[src/rtl/ld_str_mem_access_stage.sv]
// ---------------------------------------------------------------------------
// ld_str_mem_access_stage
//
// Memory access stage of the load/store pipe. Accepts one resolved request
// per handshake, drives the data-memory request/acknowledge interface and
// returns load data to register write-back. LDM/STM requests are sequenced
// as one memory beat per listed register at ascending word addresses,
// lowest register first.
//
// Ports:
//   clk_in, reset_in            clock, asynchronous active-high reset
//   req_*                       request from the address generation stage;
//                               req_ready_out is high exactly in IDLE
//   rf_rd_addr_out/rf_rd_data_in  register-file read port used by STM beats
//   mem_*                       data-memory request/ack interface
//   wb_*                        one-cycle load write-back pulse
//   done_*                      one-cycle instruction completion pulse
// ---------------------------------------------------------------------------
module ld_str_mem_access_stage #(
    parameter int ADDR_W = 32,
    parameter int DATA_W = 32,
    parameter int TAG_W  = 4
) (
    input  logic              clk_in,
    input  logic              reset_in,
    input  logic              req_valid_in,
    output logic              req_ready_out,
    input  logic [TAG_W-1:0]  req_tag_in,
    input  logic [ADDR_W-1:0] req_addr_in,
    input  logic              req_load_in,
    input  logic [3:0]        req_rd_addr_in,
    input  logic [DATA_W-1:0] req_str_data_in,
    input  logic              req_multiple_in,
    input  logic [15:0]       req_reg_list_in,
    input  logic              req_exec_in,
    output logic [3:0]        rf_rd_addr_out,
    input  logic [DATA_W-1:0] rf_rd_data_in,
    output logic              mem_req_out,
    output logic              mem_we_out,
    output logic [ADDR_W-1:0] mem_addr_out,
    output logic [DATA_W-1:0] mem_wdata_out,
    input  logic              mem_ack_in,
    input  logic [DATA_W-1:0] mem_rdata_in,
    output logic              wb_valid_out,
    output logic [3:0]        wb_rd_addr_out,
    output logic [DATA_W-1:0] wb_data_out,
    output logic [TAG_W-1:0]  wb_tag_out,
    output logic              done_valid_out,
    output logic [TAG_W-1:0]  done_tag_out,
    output logic              done_exec_out
);

    typedef enum logic [0:0] {
        ST_IDLE   = 1'b0,
        ST_ACCESS = 1'b1
    } state_t;

    // Index of the lowest set bit; 0 for an empty list (never used that way).
    function automatic logic [3:0] lowest_set_bit(input logic [15:0] list);
        logic [3:0] idx;
        idx = 4'd0;
        for (int i = 15; i >= 0; i--) begin
            if (list[i]) begin
                idx = 4'(i);
            end else begin
                idx = idx;
            end
        end
        return idx;
    endfunction

    state_t            state_r, state_n_s;
    logic [TAG_W-1:0]  tag_r, tag_n_s;
    logic [ADDR_W-1:0] addr_r, addr_n_s;
    logic              load_r, load_n_s;
    logic [3:0]        rd_r, rd_n_s;
    logic [DATA_W-1:0] str_data_r, str_data_n_s;
    logic              multiple_r, multiple_n_s;
    logic [15:0]       list_r, list_n_s;
    logic [3:0]        cur_reg_r, cur_reg_n_s;
    logic              wb_valid_r, wb_valid_n_s;
    logic [3:0]        wb_rd_r, wb_rd_n_s;
    logic [DATA_W-1:0] wb_data_r, wb_data_n_s;
    logic [TAG_W-1:0]  wb_tag_r, wb_tag_n_s;
    logic              done_valid_r, done_valid_n_s;
    logic [TAG_W-1:0]  done_tag_r, done_tag_n_s;
    logic              done_exec_r, done_exec_n_s;
    logic [15:0]       remaining_s;
    logic              access_s;
    logic              stm_beat_s;

    // Next-state and next-register computation for the whole stage.
    always_comb begin
        state_n_s      = state_r;
        tag_n_s        = tag_r;
        addr_n_s       = addr_r;
        load_n_s       = load_r;
        rd_n_s         = rd_r;
        str_data_n_s   = str_data_r;
        multiple_n_s   = multiple_r;
        list_n_s       = list_r;
        cur_reg_n_s    = cur_reg_r;
        wb_valid_n_s   = 1'b0;
        wb_rd_n_s      = wb_rd_r;
        wb_data_n_s    = wb_data_r;
        wb_tag_n_s     = wb_tag_r;
        done_valid_n_s = 1'b0;
        done_tag_n_s   = done_tag_r;
        done_exec_n_s  = done_exec_r;
        // List with the beat currently on the bus removed.
        remaining_s    = list_r & ~(16'd1 << cur_reg_r);

        case (state_r)
            ST_IDLE: begin
                if (req_valid_in) begin
                    tag_n_s      = req_tag_in;
                    load_n_s     = req_load_in;
                    rd_n_s       = req_rd_addr_in;
                    str_data_n_s = req_str_data_in;
                    multiple_n_s = req_multiple_in;
                    list_n_s     = req_reg_list_in;
                    cur_reg_n_s  = lowest_set_bit(req_reg_list_in);
                    // Multiple transfers are always word aligned.
                    if (req_multiple_in) begin
                        addr_n_s = {req_addr_in[ADDR_W-1:2], 2'b00};
                    end else begin
                        addr_n_s = req_addr_in;
                    end
                    // Nothing to access: retire immediately without a memory cycle.
                    if (!req_exec_in || (req_multiple_in && (req_reg_list_in == 16'd0))) begin
                        done_valid_n_s = 1'b1;
                        done_tag_n_s   = req_tag_in;
                        done_exec_n_s  = 1'b0;
                        state_n_s      = ST_IDLE;
                    end else begin
                        state_n_s      = ST_ACCESS;
                    end
                end else begin
                    state_n_s = ST_IDLE;
                end
            end
            ST_ACCESS: begin
                if (mem_ack_in) begin
                    if (load_r) begin
                        wb_valid_n_s = 1'b1;
                        wb_rd_n_s    = multiple_r ? cur_reg_r : rd_r;
                        wb_data_n_s  = mem_rdata_in;
                        wb_tag_n_s   = tag_r;
                    end else begin
                        wb_valid_n_s = 1'b0;
                    end
                    if (multiple_r && (remaining_s != 16'd0)) begin
                        list_n_s    = remaining_s;
                        addr_n_s    = addr_r + ADDR_W'(32'd4);
                        cur_reg_n_s = lowest_set_bit(remaining_s);
                        state_n_s   = ST_ACCESS;
                    end else begin
                        state_n_s      = ST_IDLE;
                        done_valid_n_s = 1'b1;
                        done_tag_n_s   = tag_r;
                        done_exec_n_s  = 1'b1;
                    end
                end else begin
                    state_n_s = ST_ACCESS;
                end
            end
            default: begin
                state_n_s = ST_IDLE;
            end
        endcase
    end

    // State and datapath registers; reset abandons any in-flight access.
    always_ff @(posedge clk_in or posedge reset_in) begin
        if (reset_in) begin
            state_r      <= ST_IDLE;
            tag_r        <= {TAG_W{1'b0}};
            addr_r       <= {ADDR_W{1'b0}};
            load_r       <= 1'b0;
            rd_r         <= 4'd0;
            str_data_r   <= {DATA_W{1'b0}};
            multiple_r   <= 1'b0;
            list_r       <= 16'd0;
            cur_reg_r    <= 4'd0;
            wb_valid_r   <= 1'b0;
            wb_rd_r      <= 4'd0;
            wb_data_r    <= {DATA_W{1'b0}};
            wb_tag_r     <= {TAG_W{1'b0}};
            done_valid_r <= 1'b0;
            done_tag_r   <= {TAG_W{1'b0}};
            done_exec_r  <= 1'b0;
        end else begin
            state_r      <= state_n_s;
            tag_r        <= tag_n_s;
            addr_r       <= addr_n_s;
            load_r       <= load_n_s;
            rd_r         <= rd_n_s;
            str_data_r   <= str_data_n_s;
            multiple_r   <= multiple_n_s;
            list_r       <= list_n_s;
            cur_reg_r    <= cur_reg_n_s;
            wb_valid_r   <= wb_valid_n_s;
            wb_rd_r      <= wb_rd_n_s;
            wb_data_r    <= wb_data_n_s;
            wb_tag_r     <= wb_tag_n_s;
            done_valid_r <= done_valid_n_s;
            done_tag_r   <= done_tag_n_s;
            done_exec_r  <= done_exec_n_s;
        end
    end

    // Memory-side outputs are decoded only from registered state, so they
    // hold steady until the ack and are all zero outside ACCESS.
    assign access_s       = (state_r == ST_ACCESS);
    assign stm_beat_s     = access_s & multiple_r & ~load_r;
    assign req_ready_out  = (state_r == ST_IDLE);
    assign mem_req_out    = access_s;
    assign mem_we_out     = access_s & ~load_r;
    assign mem_addr_out   = access_s ? addr_r : {ADDR_W{1'b0}};
    assign rf_rd_addr_out = stm_beat_s ? cur_reg_r : 4'd0;
    // STM data comes straight from the register-file read port.
    assign mem_wdata_out  = stm_beat_s ? rf_rd_data_in :
                            (mem_we_out ? str_data_r : {DATA_W{1'b0}});

    assign wb_valid_out   = wb_valid_r;
    assign wb_rd_addr_out = wb_rd_r;
    assign wb_data_out    = wb_data_r;
    assign wb_tag_out     = wb_tag_r;
    assign done_valid_out = done_valid_r;
    assign done_tag_out   = done_tag_r;
    assign done_exec_out  = done_exec_r;

endmodule

[config.mk]
export PLATFORM = sky130hd
export DESIGN_NAME = ld_str_mem_access_stage
export DESIGN_NICKNAME = d
export VERILOG_FILES = /design/src/rtl/ld_str_mem_access_stage.sv
export SDC_FILE = /design/constraint.sdc
export NUM_CORES = 1
export LEC_CHECK = 0
export CAP_MARGIN = 20
export CORE_MARGIN = 10
export CORE_UTILIZATION = 42
export DETAILED_ROUTE_END_ITERATION = 10
export PLACE_DENSITY = 0.78
export SYNTH_ARGS = -nofsm -noshare
export SYNTH_HDL_FRONTEND = slang
export SYNTH_SLANG_ARGS = --single-unit
[constraint.sdc]
create_clock -name clk_in -period 4.65 [get_ports clk_in]
set_input_delay 0.93 -clock clk_in [delete_from_list [all_inputs] [get_ports clk_in]]
set_output_delay 0.93 -clock clk_in [all_outputs]
set_load 0.005 [all_outputs]
==> impl_metrics.py, run 1 <==
metrics = {
    "run_status": {
        "status": "complete, no violations",
    },
    "routing": {
        "dr.pass1.iters": 6,
        "ant_nets": 0,
        "wl_per_cell_um": 20.95,
        "drt_iter0_drc": 683,
        "via_per_inst": 5.726,
        "wl_um": 28990,
        "vias": 7925,
        "drc_errors": 0,
    },
    "timing": {
        "slew_viol_final": 0,
        "relSlewSlack_pct": 31.22,
        "finalSetupTns_ns": 0,
        "period_needed_ns": 3.521,
        "finalSetupViolations": 0,
        "hold_violations": 0,
        "worst_pin_slew_ns": 1.032,
        "fin_crit_sh_pct": 75.73,
        "max_freq_mhz": 284.0,
        "finClkSkew_ns": 0.01383,
        "rsz0062_at_grt": "false",
    },
    "clocking": {
        "htree_levels": 4,
        "hold_buffers": 0,
        "cts_buffer_depth": 2,
        "cts_tree": "done",
        "clock_latency_ns": 0.43,
        "cts_made_buffers": 17,
        "cts_setup_buffers": 0,
        "cts-resized-gates": 0,
        "root_buffer": "clkbuf_16",
        "path_clk_slew_ns": 0.07,
        "clkSinkCount": 142,
    },
    "critical_path": {
        "worstReg2RegStart": "cur_reg_r[0]$_DFFE_PP0P_",
        "r2r_end": "list_r[14]$_DFFE_PP0P_",
        "cp.arrival_ns": 3.87,
        "cp-end-kind": "flop",
        "required_ns": 5.00,
        "rrSetupSlack_ns": 1.13,
        "crit_cells": 7,
        "crit_family": "simple AND/OR/NAND/NOR gates",
        "cp_cell_sequence": "buf_4 > mux2i_1 > a31oi_1 > nor4_4 > a21oi_2 > nor2_1 > a221o_1",
        "crit_path_end": "list_r[14]$_DFFE_PP0P_",
        "cp_max_fo": 19,
        "reg2reg_depth": 7,
        "crit_path_start_kind": "flop",
        "crit_buf_inv": 1,
        "cp_slowest_cell": "dfrtp_1",
        "critical_path_class": "flop to flop",
        "startpoint": "cur_reg_r[0]$_DFFE_PP0P_",
        "critical_path.max_stage_delay_ns": 0.82,
    },
    "power_and_ir_drop": {
        "power_uw": 7598,
        "p_leak_uw": 0.004885,
        "vdd_drop_max_v": 0.0003406,
        "power_density_nw_per_um2": 657.3,
    },
    "hold_path": {
        "hold_path_depth": 2,
        "hold_path_class": "flop to flop",
    },
    "global_routing": {
        "grt_max_degree": 84,
        "grt_usage_pct": 22.79,
        "grt_pass1_wl_um": 44630,
        "grt_pass1_vias": 8016,
        "antenna_found_initial": 0,
        "grt-ovfl-total": 0,
    },
    "synthesis": {
        "yosysWarnings": 0,
        "synthArstFlopShare_pct": 100.0,
        "syn-num-nets": 1049,
        "syn_area_per_cell_um2": 8.996,
        "synth-edff-count": 0,
        "synth_area_um2": 7998,
        "synth_top_flop_cell": "dfrtp_1",
        "synth-seq-area-share_pct": 44.43,
        "yosysUniqueCellTypes": 75,
        "synthCells": 889,
        "ys_seq_elements": 142,
    },
    "finish": {
        "antenna_cells": 0,
        "syn_to_final_growth_pct": 44.52,
        "fillCellCount": 1581,
        "nets": 1297,
        "fin_util_pct": 61.79,
        "final_layout_size_suffix_gt1_share_pct": 8.609,
    },
    "placed_design": {
        "io_buffers": 276,
        "dpl.hpwl_um": 21160,
        "gp_routability_congestion": 0.9431,
    },
    "floorplanning": {
        "die_y_um": 158.0,
        "coreArea_um2": 18710,
        "initial_utilization_pct": 42.76,
        "fp.dieW_um": 158.0,
        "fp-row-count": 50,
        "io_pins": 277,
        "die_area_um2": 24960,
    },
    "job": {
        "maxCapViolCount": 0,
    },
}
## layer usage
metal | wire [µm] | track usage, % | part of all wire [%] | vias to the layer above
met2 | 14380 | 38.28 | 50 | 409
li1 | - | - | - | 3673
met3 | 3028 | 8.168 | 10 | 32
met5 | 0 | 0 | 0 | -
met1 | 11190 | 26.97 | 39 | 3811
met4 | 397 | 6.264 | 1.4 | 0
## layout by cell type (no fill, tap or decap), types with 24 or more instances in the layout
cell type,instances
clkdlybuf4s50_1,276
nor2_1,82
a21oi_1,25
inv_1,26
o21ai_0,24
dfrtp_1,140
mux2i_1,49
and2_1,28
nand2_1,169
mux2_2,34
## cell type report
type | instances | area [µm²] | share of cell area (%)
flip-flops and latches | 142 | 3556 | 30.76
clock buffers | 18 | 429.2 | 3.713
multi-input cells | 658 | 4091 | 35.40
well taps | 234 | 292.8 | 2.533
repair buffers | 290 | 2880 | 24.92
inverters | 28 | 108.9 | 0.9418
clock inverters | 14 | 200.2 | 1.732
## report_power, final
| group | internal (µW) | switching (µW) | leakage [µW] |
|---|---|---|---|
| Sequential | 1840 | 675 | 0.00172 |
| Clock | 870 | 604 | 0.000310 |
| Combinational | 1940 | 1680 | 0.00286 |
## how the worst min path moves through the flow
stage	from	to	slack (ns)
after global routing	addr_r[0]$_DFFE_PP0P_	addr_r[0]$_DFFE_PP0P_	0.49
after global placement	addr_r[0]$_DFFE_PP0P_	addr_r[0]$_DFFE_PP0P_	0.44
after CTS	addr_r[0]$_DFFE_PP0P_	addr_r[0]$_DFFE_PP0P_	0.46
after floorplan	addr_r[0]$_DFFE_PP0P_	addr_r[0]$_DFFE_PP0P_	0.43
final	addr_r[0]$_DFFE_PP0P_	addr_r[0]$_DFFE_PP0P_	0.46
after detailed placement	addr_r[0]$_DFFE_PP0P_	addr_r[0]$_DFFE_PP0P_	0.45
## registers in the layout (all words and copies together), names as in the netlist, 4 cells and up
signal,count
cur_reg_r,4
list_r,16
wb_data_out,32
rd_r,4
tag_r,4
wb_tag_out,4
str_data_r,32
addr_r,32
done_tag_out,4
wb_rd_addr_out,4
## worst register-to-register path: stages (launching register included)
cell	delay (ns)
dfrtp_1	0.82
buf_4	0.28
mux2i_1	0.22
a31oi_1	0.22
nor4_4	0.56
a21oi_2	0.26
nor2_1	0.80
a221o_1	0.29
## stage by stage
stage               cell area [µm²]  hold WS, ns  worst slack [ns]  cells
finish                        11560       0.4576             1.129   1384
global route                  11560       0.4899            0.8736   1384
CTS                           11560       0.4649             1.223   1384
detailed placement            10930       0.4488             1.072   1352
global placement              10930       0.4429             1.113   1352
floorplan                      8001       0.4311             1.943    889
## cells by family (layout without fill, tap and decap cells)
| kind of cell | count (synthesis) | count (layout) | synth area share [%] |
|---|---|---|---|
| xor+xnor | 2 | 2 | 0.2191 |
| compound gates | 192 | 192 | 17.63 |
| simple gates | 378 | 378 | 21.70 |
| flops | 142 | 142 | 44.43 |
| buf+inv | 89 | 350 | 4.615 |
| mux | 85 | 85 | 11.25 |
| fa+ha+maj | 1 | 1 | 0.1564 |
## cells in the mapped netlist, types with 6 or more instances
master	n	area share, %
nand4_1	8	0.63
a21oi_1	26	1.6
nor4_1	7	0.55
or3_1	9	0.70
a22o_1	9	0.99
nor2b_1	7	0.55
clkbuf_1	43	2.0
o31ai_1	10	0.94
a31oi_1	11	0.86
inv_1	27	1.3
buf_1	6	0.28
nand3_1	21	1.3
and2_1	28	2.2
o22ai_1	11	0.86
buf_2	7	0.44
o21ai_0	24	1.5
a221oi_1	8	0.88
o21ai_1	11	0.69
a41oi_1	7	0.77
mux2_2	34	4.8
mux2i_1	49	6.1
nand2_1	171	8.0
nor2_1	83	3.9
dfrtp_1	142	44
nor3_1	12	0.75
a221o_1	13	1.6
Power figures use the tool's default switching activity.
==> run 2: changes to the inputs <==
==> constraint.sdc (replaced) <==
create_clock -name clk_in -period 3.17 [get_ports clk_in]
set_input_delay 0.634 -clock clk_in [delete_from_list [all_inputs] [get_ports clk_in]]
set_output_delay 0.634 -clock clk_in [all_outputs]
set_load 0.005 [all_outputs]
==> run 2 against run 1 <==
Compared with the run above: die area stayed put; global-route usage is 0.058 points higher; total power is 48% higher; first-iteration DRC count is 1.8% lower; clock power is 45% higher; cell count is 1.4% higher.
==> impl_metrics.py, run 2 (same netlist as run 1, synthesis figures left out) <==
metrics = {
    "timing": {
        "finalSetupViolations": 0,
        "relSlewSlack_pct": 39.34,
        "hold_violations": 0,
        "max_freq_mhz": 331.4,
        "rsz0062_at_grt": "false",
        "fin_ws_ns": 0.1527,
        "fin_crit_sh_pct": 95.18,
        "period_needed_ns": 3.017,
        "finalSetupTns_ns": 0,
        "slew_viol_final": 0,
        "finClkSkew_ns": 0.007205,
        "worst_pin_slew_ns": 0.9066,
    },
    "clocking": {
        "cts_tree": "done",
        "root_buffer": "clkbuf_16",
        "clock_latency_ns": 0.43,
        "cts_buffer_depth": 2,
        "cts_setup_buffers": 0,
        "cts-resized-gates": 0,
        "path_clk_slew_ns": 0.07,
        "hold_buffers": 0,
        "htree_levels": 4,
        "clkSinkCount": 142,
        "cts_made_buffers": 17,
    },
    "power_and_ir_drop": {
        "switching_share_pct": 39.21,
        "p_int_uw": 6845,
        "vdd_drop_max_v": 0.0004527,
        "clockPowerShare_pct": 18.9,
        "p_leak_uw": 0.004984,
        "power_frac_seq_pct": 31.8,
        "power_density_nw_per_um2": 960.7,
        "switching_power_uw": 4416,
        "power_frac_comb_pct": 49.3,
    },
    "placed_design": {
        "io_buffers": 276,
        "dp.cells": 1370,
        "gp_routability_congestion": 0.9499,
        "dpl_worst_slack_ns": 0.2936,
        "dpl.hpwl_um": 21760,
    },
    "routing": {
        "vias": 8111,
        "drc_errors": 0,
        "drt_iter0_drc": 671,
        "wl_um": 29210,
        "dr.pass1.iters": 6,
        "ant_nets": 0,
        "wl_per_cell_um": 20.82,
        "via_per_inst": 5.781,
    },
    "floorplanning": {
        "initial_utilization_pct": 42.76,
        "fp-row-count": 50,
        "fp.dieW_um": 158.0,
        "die_area_um2": 24960,
        "io_pins": 277,
        "die_y_um": 158.0,
        "coreArea_um2": 18710,
    },
    "global_routing": {
        "grt_usage_pct": 22.85,
        "grt_pass1_vias": 8142,
        "antenna_found_initial": 2,
        "grt-ovfl-total": 0,
        "grt_max_degree": 58,
        "grt_pass1_wl_um": 44800,
    },
    "critical_path": {
        "required_ns": 3.53,
        "critical_path_class": "flop to flop",
        "crit_path_start_kind": "flop",
        "cp.arrival_ns": 3.38,
        "cp-end-kind": "flop",
        "cp_max_fo": 12,
    },
    "finish": {
        "layout_commonest_cell": "clkdlybuf4s50_1",
        "mostFrequentLayoutCells": "clkdlybuf4s50_1, nand2_1, dfrtp_1",
        "fin_cells": 1403,
        "syn_to_final_growth_pct": 46.57,
        "nets": 1315,
        "final_layout_size_suffix_gt1_share_pct": 10.10,
        "fin_util_pct": 62.67,
    },
    "job": {
        "maxCapViolCount": 0,
    },
    "run_status": {
        "status": "complete, no violations",
    },
    "hold_path": {
        "hold_path_class": "flop to flop",
    },
}
run 2: final timing paths:
path	start	endpoint	slack, ns	cells after the start
min in group asynchronous	reset_in	wb_data_out[16]$_DFFE_PP0P_	0.58	2
worst max-delay path	cur_reg_r[0]$_DFFE_PP0P_	list_r[3]$_DFFE_PP0P_	0.15	7
worst min register to register	addr_r[0]$_DFFE_PP0P_	addr_r[0]$_DFFE_PP0P_	0.47	2
worst max register to register	cur_reg_r[0]$_DFFE_PP0P_	list_r[3]$_DFFE_PP0P_	0.15	7
worst min-delay path	addr_r[0]$_DFFE_PP0P_	addr_r[0]$_DFFE_PP0P_	0.47	2
max in group asynchronous	reset_in	addr_r[31]$_DFFE_PP0P_	1.68	3
run 2: through the flow:
step | power (µW) | instance area [µm²] | hold slack (ns)
6_report | 11260 | 11720 | 0.4655
5_1_grt | 11970 | 11720 | 0.5009
4_1_cts | 11280 | 11720 | 0.4778
3_5_place_dp | 9100 | 11100 | 0.4620
3_3_place_gp | 8966 | 11100 | 0.4417
2_1_floorplan | 6374 | 8001 | 0.4311
run 2: cell type report:
cell class / instances / area, µm²
clock buffer: 17 / 425.4
sequential: 142 / 3556
tap: 234 / 292.8
antenna: 1 / 2.502
inverter: 28 / 108.9
clock inverter: 15 / 192.7
timing repair buffer: 308 / 3053
multi-input combinational: 658 / 4091
fill: 1537 / 6983
run 2: power by group through the flow:
stage               sequential [µW]  clock, µW  combinational [µW]
finish                         3580       2130                5550
global route                   3700       2240                6030
CTS                            3550       2150                5570
detailed placement             3550          0                5550
global placement               3540          0                5430
floorplan                      3250          0                3120
run 2: worst max-delay path, cell delays in order (launching register included):
cell     delay [ns]
dfrtp_1        0.52
buf_4          0.24
o41ai_1        0.58
o21a_1         0.23
and4_1         0.29
a21oi_2        0.10
nor2_1         0.70
a221o_1        0.28
run 2: metal layers:
layer	global-route usage [%]	up-vias	share of wire, %
met3	8.385	57	11
met4	7.764	0	2.4
met2	37.29	435	49
met5	0	-	0
met1	27.27	3899	38
li1	-	3720	-
